### src/rtl/oled_spi_cmd_receiver.sv
// Receive-side model of the OLED SPI/power pins: deserializes bytes and decodes
// the SSD1306 init command subset into shadow registers with sticky protocol errors.
module oled_spi_cmd_receiver #(
  parameter int SYNC_STAGES = 2
) (
  input  logic       CLK,
  input  logic       RST,
  input  logic       SPI_CS,
  input  logic       SPI_SCLK,
  input  logic       SPI_SDO,
  input  logic       SPI_DC,
  input  logic       OLED_RES,
  input  logic       OLED_VDD,
  input  logic       OLED_VBAT,
  output logic       RX_VALID,
  output logic [7:0] RX_BYTE,
  output logic       RX_IS_DATA,
  output logic       DISP_ON,
  output logic       CHARGE_PUMP_EN,
  output logic [7:0] CONTRAST,
  output logic [7:0] PRECHARGE,
  output logic       SEG_REMAP,
  output logic       COM_SCAN_REV,
  output logic [7:0] COM_CFG,
  output logic       ENTIRE_ON,
  output logic       DISP_ACTIVE,
  output logic [7:0] CMD_COUNT,
  output logic       FRAME_ERR,
  output logic       CMD_ERR,
  output logic       UNKNOWN_CMD
);

  localparam logic [7:0] OP_DISP_OFF   = 8'hAE;
  localparam logic [7:0] OP_DISP_ON    = 8'hAF;
  localparam logic [7:0] OP_SEG_NORM   = 8'hA0;
  localparam logic [7:0] OP_SEG_REMAP  = 8'hA1;
  localparam logic [7:0] OP_COM_NORM   = 8'hC0;
  localparam logic [7:0] OP_COM_REV    = 8'hC8;
  localparam logic [7:0] OP_ENT_RAM    = 8'hA4;
  localparam logic [7:0] OP_ENT_ON     = 8'hA5;
  localparam logic [7:0] OP_CHG_PUMP   = 8'h8D;
  localparam logic [7:0] OP_PRECHARGE  = 8'hD9;
  localparam logic [7:0] OP_CONTRAST   = 8'h81;
  localparam logic [7:0] OP_COM_CFG    = 8'hDA;

  localparam logic [7:0] DEF_CONTRAST  = 8'h7F;
  localparam logic [7:0] DEF_PRECHARGE = 8'h22;
  localparam logic [7:0] DEF_COM_CFG   = 8'h12;

  // Pin vector order {vbat, vdd, res, dc, sdo, sclk, cs}; idle values reload on reset
  // so no spurious edges or rail-on indications appear as RST releases.
  localparam int         NPIN      = 7;
  localparam logic [6:0] SYNC_IDLE = 7'b1110011;

  typedef enum logic {ST_CMD, ST_ARG} state_t;

  logic [NPIN-1:0] pin_raw;
  logic [NPIN-1:0] sync_q [SYNC_STAGES];
  logic [NPIN-1:0] pin_s;

  logic cs_s, sclk_s, sdo_s, dc_s, res_s, vdd_s, vbat_s;
  logic cs_prev, sclk_prev;
  logic sclk_rise, cs_rise, cap_en, bit_stb, byte_done, res_low;

  logic [7:0] shift_q;
  logic [2:0] bit_cnt;
  logic [7:0] full_byte;

  logic       rx_valid_q;
  logic [7:0] rx_byte_q;
  logic       rx_is_data_q;
  logic       frame_err_q;

  state_t     state_q, state_d;
  logic [7:0] pending_q, pending_d;
  logic       disp_on_q, disp_on_d;
  logic       cp_en_q, cp_en_d;
  logic [7:0] contrast_q, contrast_d;
  logic [7:0] precharge_q, precharge_d;
  logic       seg_remap_q, seg_remap_d;
  logic       com_rev_q, com_rev_d;
  logic [7:0] com_cfg_q, com_cfg_d;
  logic       entire_on_q, entire_on_d;
  logic [7:0] cmd_count_q, cmd_count_d;
  logic       cmd_err_q, cmd_err_d;
  logic       unknown_q, unknown_d;

  assign pin_raw = {OLED_VBAT, OLED_VDD, OLED_RES, SPI_DC, SPI_SDO, SPI_SCLK, SPI_CS};

  always_ff @(posedge CLK) begin
    if (RST) begin
      for (int i = 0; i < SYNC_STAGES; i++) sync_q[i] <= SYNC_IDLE;
    end else begin
      sync_q[0] <= pin_raw;
      for (int i = 1; i < SYNC_STAGES; i++) sync_q[i] <= sync_q[i-1];
    end
  end

  assign pin_s  = sync_q[SYNC_STAGES-1];
  assign cs_s   = pin_s[0];
  assign sclk_s = pin_s[1];
  assign sdo_s  = pin_s[2];
  assign dc_s   = pin_s[3];
  assign res_s  = pin_s[4];
  assign vdd_s  = pin_s[5];
  assign vbat_s = pin_s[6];

  always_ff @(posedge CLK) begin
    if (RST) begin
      cs_prev   <= 1'b1;
      sclk_prev <= 1'b1;
    end else begin
      cs_prev   <= cs_s;
      sclk_prev <= sclk_s;
    end
  end

  assign sclk_rise = sclk_s & ~sclk_prev;
  assign cs_rise   = cs_s & ~cs_prev;
  // CS counts as still asserted on the cycle it rises, so a final bit that
  // lands together with the CS release still completes its byte.
  assign cap_en    = ~cs_s | ~cs_prev;
  assign bit_stb   = sclk_rise & cap_en;
  assign byte_done = bit_stb & (bit_cnt == 3'd7);
  assign full_byte = {shift_q[6:0], sdo_s};
  assign res_low   = ~res_s;

  always_ff @(posedge CLK) begin
    if (RST) begin
      shift_q      <= 8'h00;
      bit_cnt      <= 3'd0;
      rx_valid_q   <= 1'b0;
      rx_byte_q    <= 8'h00;
      rx_is_data_q <= 1'b0;
      frame_err_q  <= 1'b0;
    end else begin
      rx_valid_q <= 1'b0;
      if (res_low) begin
        shift_q <= 8'h00;
        bit_cnt <= 3'd0;
      end else if (bit_stb) begin
        shift_q <= full_byte;
        bit_cnt <= bit_cnt + 3'd1;
        if (bit_cnt == 3'd7) begin
          rx_valid_q   <= 1'b1;
          rx_byte_q    <= full_byte;
          rx_is_data_q <= dc_s;
        end else if (cs_rise) begin
          bit_cnt     <= 3'd0;
          frame_err_q <= 1'b1;
        end
      end else if (cs_s) begin
        bit_cnt <= 3'd0;
        if (cs_rise && bit_cnt != 3'd0) frame_err_q <= 1'b1;
      end
    end
  end

  always_ff @(posedge CLK) begin
    if (RST) begin
      state_q     <= ST_CMD;
      pending_q   <= 8'h00;
      disp_on_q   <= 1'b0;
      cp_en_q     <= 1'b0;
      contrast_q  <= DEF_CONTRAST;
      precharge_q <= DEF_PRECHARGE;
      seg_remap_q <= 1'b0;
      com_rev_q   <= 1'b0;
      com_cfg_q   <= DEF_COM_CFG;
      entire_on_q <= 1'b0;
      cmd_count_q <= 8'h00;
      cmd_err_q   <= 1'b0;
      unknown_q   <= 1'b0;
    end else begin
      state_q     <= state_d;
      pending_q   <= pending_d;
      disp_on_q   <= disp_on_d;
      cp_en_q     <= cp_en_d;
      contrast_q  <= contrast_d;
      precharge_q <= precharge_d;
      seg_remap_q <= seg_remap_d;
      com_rev_q   <= com_rev_d;
      com_cfg_q   <= com_cfg_d;
      entire_on_q <= entire_on_d;
      cmd_count_q <= cmd_count_d;
      cmd_err_q   <= cmd_err_d;
      unknown_q   <= unknown_d;
    end
  end

  always_comb begin
    state_d     = state_q;
    pending_d   = pending_q;
    disp_on_d   = disp_on_q;
    cp_en_d     = cp_en_q;
    contrast_d  = contrast_q;
    precharge_d = precharge_q;
    seg_remap_d = seg_remap_q;
    com_rev_d   = com_rev_q;
    com_cfg_d   = com_cfg_q;
    entire_on_d = entire_on_q;
    cmd_count_d = cmd_count_q;
    cmd_err_d   = cmd_err_q;
    unknown_d   = unknown_q;

    // Display reset wins over a byte finishing on the same cycle; counters and
    // sticky flags describe the link, not the panel, so they survive it.
    if (res_low) begin
      state_d     = ST_CMD;
      pending_d   = 8'h00;
      disp_on_d   = 1'b0;
      cp_en_d     = 1'b0;
      contrast_d  = DEF_CONTRAST;
      precharge_d = DEF_PRECHARGE;
      seg_remap_d = 1'b0;
      com_rev_d   = 1'b0;
      com_cfg_d   = DEF_COM_CFG;
      entire_on_d = 1'b0;
    end else if (byte_done) begin
      case (state_q)
        ST_CMD: begin
          if (!dc_s) begin
            cmd_count_d = cmd_count_q + 8'd1;
            case (full_byte)
              OP_DISP_OFF:  disp_on_d   = 1'b0;
              OP_DISP_ON:   disp_on_d   = 1'b1;
              OP_SEG_NORM:  seg_remap_d = 1'b0;
              OP_SEG_REMAP: seg_remap_d = 1'b1;
              OP_COM_NORM:  com_rev_d   = 1'b0;
              OP_COM_REV:   com_rev_d   = 1'b1;
              OP_ENT_RAM:   entire_on_d = 1'b0;
              OP_ENT_ON:    entire_on_d = 1'b1;
              OP_CHG_PUMP, OP_PRECHARGE, OP_CONTRAST, OP_COM_CFG: begin
                // Two-byte command: counted once its argument lands.
                cmd_count_d = cmd_count_q;
                pending_d   = full_byte;
                state_d     = ST_ARG;
              end
              default:      unknown_d   = 1'b1;
            endcase
          end
        end
        ST_ARG: begin
          state_d   = ST_CMD;
          pending_d = 8'h00;
          if (dc_s) begin
            cmd_err_d = 1'b1;
          end else begin
            cmd_count_d = cmd_count_q + 8'd1;
            case (pending_q)
              OP_CHG_PUMP:  cp_en_d     = full_byte[2];
              OP_PRECHARGE: precharge_d = full_byte;
              OP_CONTRAST:  contrast_d  = full_byte;
              OP_COM_CFG:   com_cfg_d   = full_byte;
              default:      ;
            endcase
          end
        end
        default: state_d = ST_CMD;
      endcase
    end
  end

  assign RX_VALID       = rx_valid_q;
  assign RX_BYTE        = rx_byte_q;
  assign RX_IS_DATA     = rx_is_data_q;
  assign DISP_ON        = disp_on_q;
  assign CHARGE_PUMP_EN = cp_en_q;
  assign CONTRAST       = contrast_q;
  assign PRECHARGE      = precharge_q;
  assign SEG_REMAP      = seg_remap_q;
  assign COM_SCAN_REV   = com_rev_q;
  assign COM_CFG        = com_cfg_q;
  assign ENTIRE_ON      = entire_on_q;
  assign DISP_ACTIVE    = disp_on_q & cp_en_q & ~vdd_s & ~vbat_s;
  assign CMD_COUNT      = cmd_count_q;
  assign FRAME_ERR      = frame_err_q;
  assign CMD_ERR        = cmd_err_q;
  assign UNKNOWN_CMD    = unknown_q;

endmodule

### config.mk
export PLATFORM = sky130hd
export DESIGN_NAME = oled_spi_cmd_receiver
export DESIGN_NICKNAME = d
export VERILOG_FILES = /design/src/rtl/oled_spi_cmd_receiver.sv
export SDC_FILE = /design/constraint.sdc
export NUM_CORES = 1
export LEC_CHECK = 0
export BUFFER_PORTS_ARGS = -buffer_cell sky130_fd_sc_hd__buf_4
export CORE_MARGIN = 2
export CORE_UTILIZATION = 55
export DETAILED_ROUTE_END_ITERATION = 7
export HOLD_SLACK_MARGIN = 0.12
export PLACE_DENSITY = 0.8
export SLEW_MARGIN = 0
export SYNTH_ARGS = -nofsm -noshare
export SYNTH_HDL_FRONTEND = slang
export SYNTH_SLANG_ARGS = --single-unit
### constraint.sdc
create_clock -name CLK -period 2.9 [get_ports CLK]
set_input_delay 0.145 -clock CLK [delete_from_list [all_inputs] [get_ports CLK]]
set_output_delay 0.145 -clock CLK [all_outputs]
set_load 0.05 [all_outputs]
Word-level counts from Yosys, hierarchy flattened

Memory sizes are Yosys's and may differ from the RTL's.
Cells that the tools add are included.

Add/subtract/negate cells: 2
Equal/unequal tests: 23
Mux-type cells: 29
Bitwise operators: 20
Reduce and logical (&&, ||, !) cells: 26

Operators with widths:

| operator              | number |
|---|---|
| $eq A8 B8 Y1 const B  | 16 |
| $mux W8               | 5 |
| $reduce_and A4 Y1     | 9 |
| $pmux W8 S2           | 2 |
| $reduce_and A5 Y1     | 3 |
| $mux W7               | 2 |
| $mux W3               | 4 |
| $reduce_bool A2 Y1    | 6 |
| $reduce_or A12 Y1     | 1 |
| $mux W1               | 11 |
| $ne A2 B2 Y1 const B  | 5 |
| $not A1 Y1            | 10 |
| $pmux W1 S2           | 5 |
| $add A8 B1 Y8 const B | 1 |
| $and A1 B1 Y1         | 7 |
| $reduce_and A3 Y1     | 2 |
| $reduce_or A4 Y1      | 1 |
| $add A3 B1 Y3 const B | 1 |
| $eq A3 B3 Y1 const B  | 1 |
| $or A1 B1 Y1          | 3 |
| $reduce_bool A3 Y1    | 1 |
| $reduce_or A3 Y1      | 1 |
| $ne A2 B1 Y1 const B  | 1 |
| $reduce_or A2 Y1      | 1 |
| $logic_and A1 B1 Y1   | 1 |

Flip-flop bits (word level): 71
Bits in writable memories: 14
Input bits: 9
Output and inout port bits: 51
Word-level logic and storage cells: 122
Memories kept: 1

Memories:

| memory | depth | width | rd ports | clocked after memory_dff | wr ports | line | source |
|---|---|---|---|---|---|---|---|
| sync_q | 2     | 7     | 2        | 0                        | 2        | 58   | `logic [NPIN-1:0] sync_q [SYNC_STAGES];` |

Depth between registers and ports, before layout

Word-level depth: 6
Depth in mapped cells: 8
Mapped depth without buffers: 7

Least setup slack after synthesis

Ideal clock, no wire load.

Path kind: reg2reg
Start point: register bit_cnt[1]
End point: register cmd_count_q[5] (netlist: CMD_COUNT[5])
Library setup time: 0.070 ns
Data arrival time: 2.092 ns
Required time: 2.830 ns
Path slack: 0.738 ns
Stages on the path, launching flop included: 9
Cells stage by stage: dfxtp_1 -> ha_1 -> ha_1 -> nand2_1 -> nor4_1 -> or3b_1 -> clkbuf_2 -> or4_1 -> a21oi_1

Cells in the longest elaborated chain, start to end: 3

Ends and longest elaborated chain:

| what                        | line | source |
|---|---|---|
| from (decl)                 | 66   | `logic [2:0] bit_cnt;` |
| from (signal assigned)      | 143  | `bit_cnt <= bit_cnt + 3'd1;` |
| $eq A3 B3 Y1                | 124  | `assign byte_done = bit_stb & (bit_cnt == 3'd7);` |
| $and A1 B1 Y1               | 124  |  |
| $reduce_and A5 Y1 (no line) | --   |  |
| to (signal assigned)        | 185  | `cmd_count_q <= cmd_count_d;` |
| to (decl)                   | 84   | `logic [7:0] cmd_count_q, cmd_count_d;` |

Every way passes these cells.
A chain may end at the register's enable or synchronous reset.

Worst setup path in the final report

Ends and elaborated chain as after synthesis.

==> impl_results.md <==
- CTS Hold Buffers Added: 7
- Initial DRC count: 189
- Dpl hpwl: 4747 um
- Startpoint Class: flop
- Drt total wl: slightly above 7000 um
- Die Area: 0.006766 mm^2
- Slew Viols, Final: 0
- Number of synthesized register bits: 85
- Commonest cells in the netlist: 85 x dfxtp_1, 40 x nor2_1, 38 x nand2_1
- WS Path Type: reg -> reg
- Post-synthesis sequential area ratio: 50.52%
- Design area: 0.004146 mm^2
- Buffers on Ports: 59
- Drt via density: 5.389
- Top-level port count: 60
- Worst-path maximum fanout: 7
- ANT cells: 0
- Post-DR wirelength/cell: 14.42 um
- Hold Crit Depth: 2
- Clock latency on the worst-skew pair: ~360 ps
- Slowest cell on the critical path: or4_1
- Final hold vios: 0
- Yosys warnings: 0
- Max Cap Viol: 0
- Peak supply drop: approximately 0.61 mV
- Worst hold-check path type: in -> reg
- Vias in the first global route: ~2.4k
- GR Util All Layers: 22.26%
- Detailed-route via count: 2635
- Syn avg cell area: 9.679 um^2
- Most used DFF post-synth: dfxtp_1
- Post-synth EDFFs: 0
- Hold Crit Endpoint: CMD_ERR
- GPL Wtd Cong: 0.8085
- Worst-Margin Slew: 779.0 ps
- Max stage delay on crit path: 530 ps
- Core Rows: 28
- Startpoint of the worst hold path: RST
- Yosys cell types: 51
- GR Overflow Total: 0
- CTS tree: done
- Endpoint class of the critical path: flop
- Met2 Wirelength: 3387 um
- R2R depth: 7
- Pleak: between 1.5 and 2 nW
- Core ar.: 0.005921 mm^2
- Area Overhead vs Synth: 23.11%
- Max layer used: met4
- Crit path cell chain: ha_1 -> ha_1 -> nand2_1 -> nor4_1 -> or3b_1 -> or4_1 -> a21oi_1
- Die height: 82.26 um
- Placed inst area: 0.003830 mm^2
- # DRC: 0
- Req. time, crit path: between 3000 and 4000 ps
- Initial antenna violation count: 0
- Fin crit period: 2413 ps
- R2r endpoint: CMD_COUNT[5]
- Starting density of the core: 56.89%
- Fraction of registers with async set/reset: 0%
- Layout cells sized above 1: between 20% and 30%
- CTS max path bufs: 2
- First-pass GRT wire length: 11210 um
- Postcts setup bufs: 0
- Status: finished clean
- WP data arrival: 2710 ps
- Final Cycle Share: 83.22%
- Setup Viol. Count Final: 0
- R2R setup slack: roughly 490 ps
- Die W: a little over 80 um
- Antenna Nets Post-Route: 0
- CTS Buf Count: 9
- Ranking of synthesized cells by area: dfxtp_1 51%, mux2i_1 11%, nor2_1 4.5%, nand2_1 4.2%, a21oi_1 3.0%
- Clk slew on worst S/H paths: 90 ps
- Clock Skews: 9.039 ps
- Peak Freq: approximately 0.41 GHz
- Met3 Wirelength: 412 um
- CTS Root Cell: clkbuf_8
- Clock Sinks: 85
- RR Startpoint: bit_cnt[1]
- WL met1: 3128 um
- Most frequent cell on the critical path: ha_1
- Top cell type's share of synthesized area: 50.52%
- Largest net degree at the start of global routing: 41
- Cell with the most instances after synthesis: dfxtp_1
- Post_cts resized: 0
- Synth Cell Area: 0.003368 mm^2
- First-pass iteration count of the detailed router: 4
- Net Count, Synth: 361
- PwrDens: around 540 mW/mm^2
- Final TNS setup: 0 ps
- Gate Count Post-Synth: about 350
- Synth area leader: dfxtp_1
- Nets: 422
- H-tree depth: 3
- Max-slew headroom: 47.62%
- Unrepaired setup endpoints after global routing: false
[critical path, delay by kind of cell (launching register included)]
| family | cells | cell delay [ps] |
|---|---|---|
| simple gates | 4 | 1460 |
| flops | 1 | 360 |
| compound gates | 1 | 140 |
| fa+ha+maj | 2 | 390 |
[sequential cells by signal, indices dropped and copies added, names as in the netlist, 3 cells and up]
signal	cells
sync_q	14
CMD_COUNT	8
COM_CFG	8
CONTRAST	8
PRECHARGE	8
RX_BYTE	8
pending_q	8
shift_q	7
bit_cnt	3
[placed cells by master, fill, tap and decap left out, types with 3 or more instances in the layout]
cell            n
dlygate4sd3_1   7
or2_2          13
inv_1           7
o21ai_0         7
bufinv_16       3
nor2_1         40
a22o_1          6
nand4_1         3
mux2i_1        36
nor2b_1         6
dfxtp_1        85
nand2b_1        6
nand2_1        38
clkbuf_8        9
a21oi_1        20
nand3_1         8
xnor2_1         3
ha_1            4
buf_4          62
nor3_1          5
[worst max-delay path by stage]
stage / start / to / slack (ps) / depth (start not counted)
after floorplan: bit_cnt[1] / CMD_COUNT[5] / 740 / 8
after detailed placement: bit_cnt[1] / CMD_COUNT[5] / 530 / 7
final: bit_cnt[1] / CMD_COUNT[5] / 490 / 7
after global routing: bit_cnt[1] / PRECHARGE[6] / 330 / 7
after CTS: bit_cnt[1] / PRECHARGE[1] / 510 / 7
after global placement: bit_cnt[1] / CMD_COUNT[5] / 620 / 7
[stage by stage]
| step | setup WS (ps) | cells | util, % | power (mW) | hold slack (ps) |
|---|---|---|---|---|---|
| 2_1_floorplan | 738.4 | 348 | - | 1.243 | 248.8 |
| 3_3_place_gp | 623.5 | 466 | 64.69 | 1.261 | 329.4 |
| 3_5_place_dp | 531.1 | 466 | 64.69 | 1.262 | 332.9 |
| 4_1_cts | 507.5 | 489 | 70.03 | 2.269 | 172.9 |
| 5_1_grt | 329.8 | 489 | 70.03 | 2.319 | 188.5 |
| 6_report | 486.6 | 489 | 70.03 | 2.253 | 178.4 |
[routing by layer]
layer  up-vias  track usage (%)
met5         -                0
met3        11            5.652
met1      1234            28.75
met4         0            9.333
li1       1321                -
met2        69            35.40
[kinds of logic (layout without fill, tap and decap cells)]
logic type | count (synthesis) | in the layout | synth area share (%)
XOR/XNOR | 4 | 4 | 1.040
flip-flops | 85 | 85 | 50.52
multiplexers | 36 | 36 | 10.70
adder cells (fa/ha/maj) | 4 | 4 | 1.486
buffers and inverters | 26 | 92 | 3.678
AND/OR/NAND/NOR | 148 | 148 | 24.22
AO/OA/AOI/OAI | 45 | 45 | 8.358
[area by class of cell]
cell class,count,area (um^2)
Tap cell,75,93.84
Sequential cell,85,1702
Fill cell,452,1774
Multi-Input combinational cell,237,1543
Clock buffer,9,123.9
Timing Repair Buffer,69,535.5
Clock inverter,7,122.6
Inverter,7,26.28
[power breakdown]
part / total, mW / internal (mW) / switching [mW]
registers: 1.18 / 1.18 / 0.00616
clock network: 1.01 / 0.576 / 0.435
logic: 0.0595 / 0.0271 / 0.0324
Note: power is estimated with default switching activity, not from simulation.
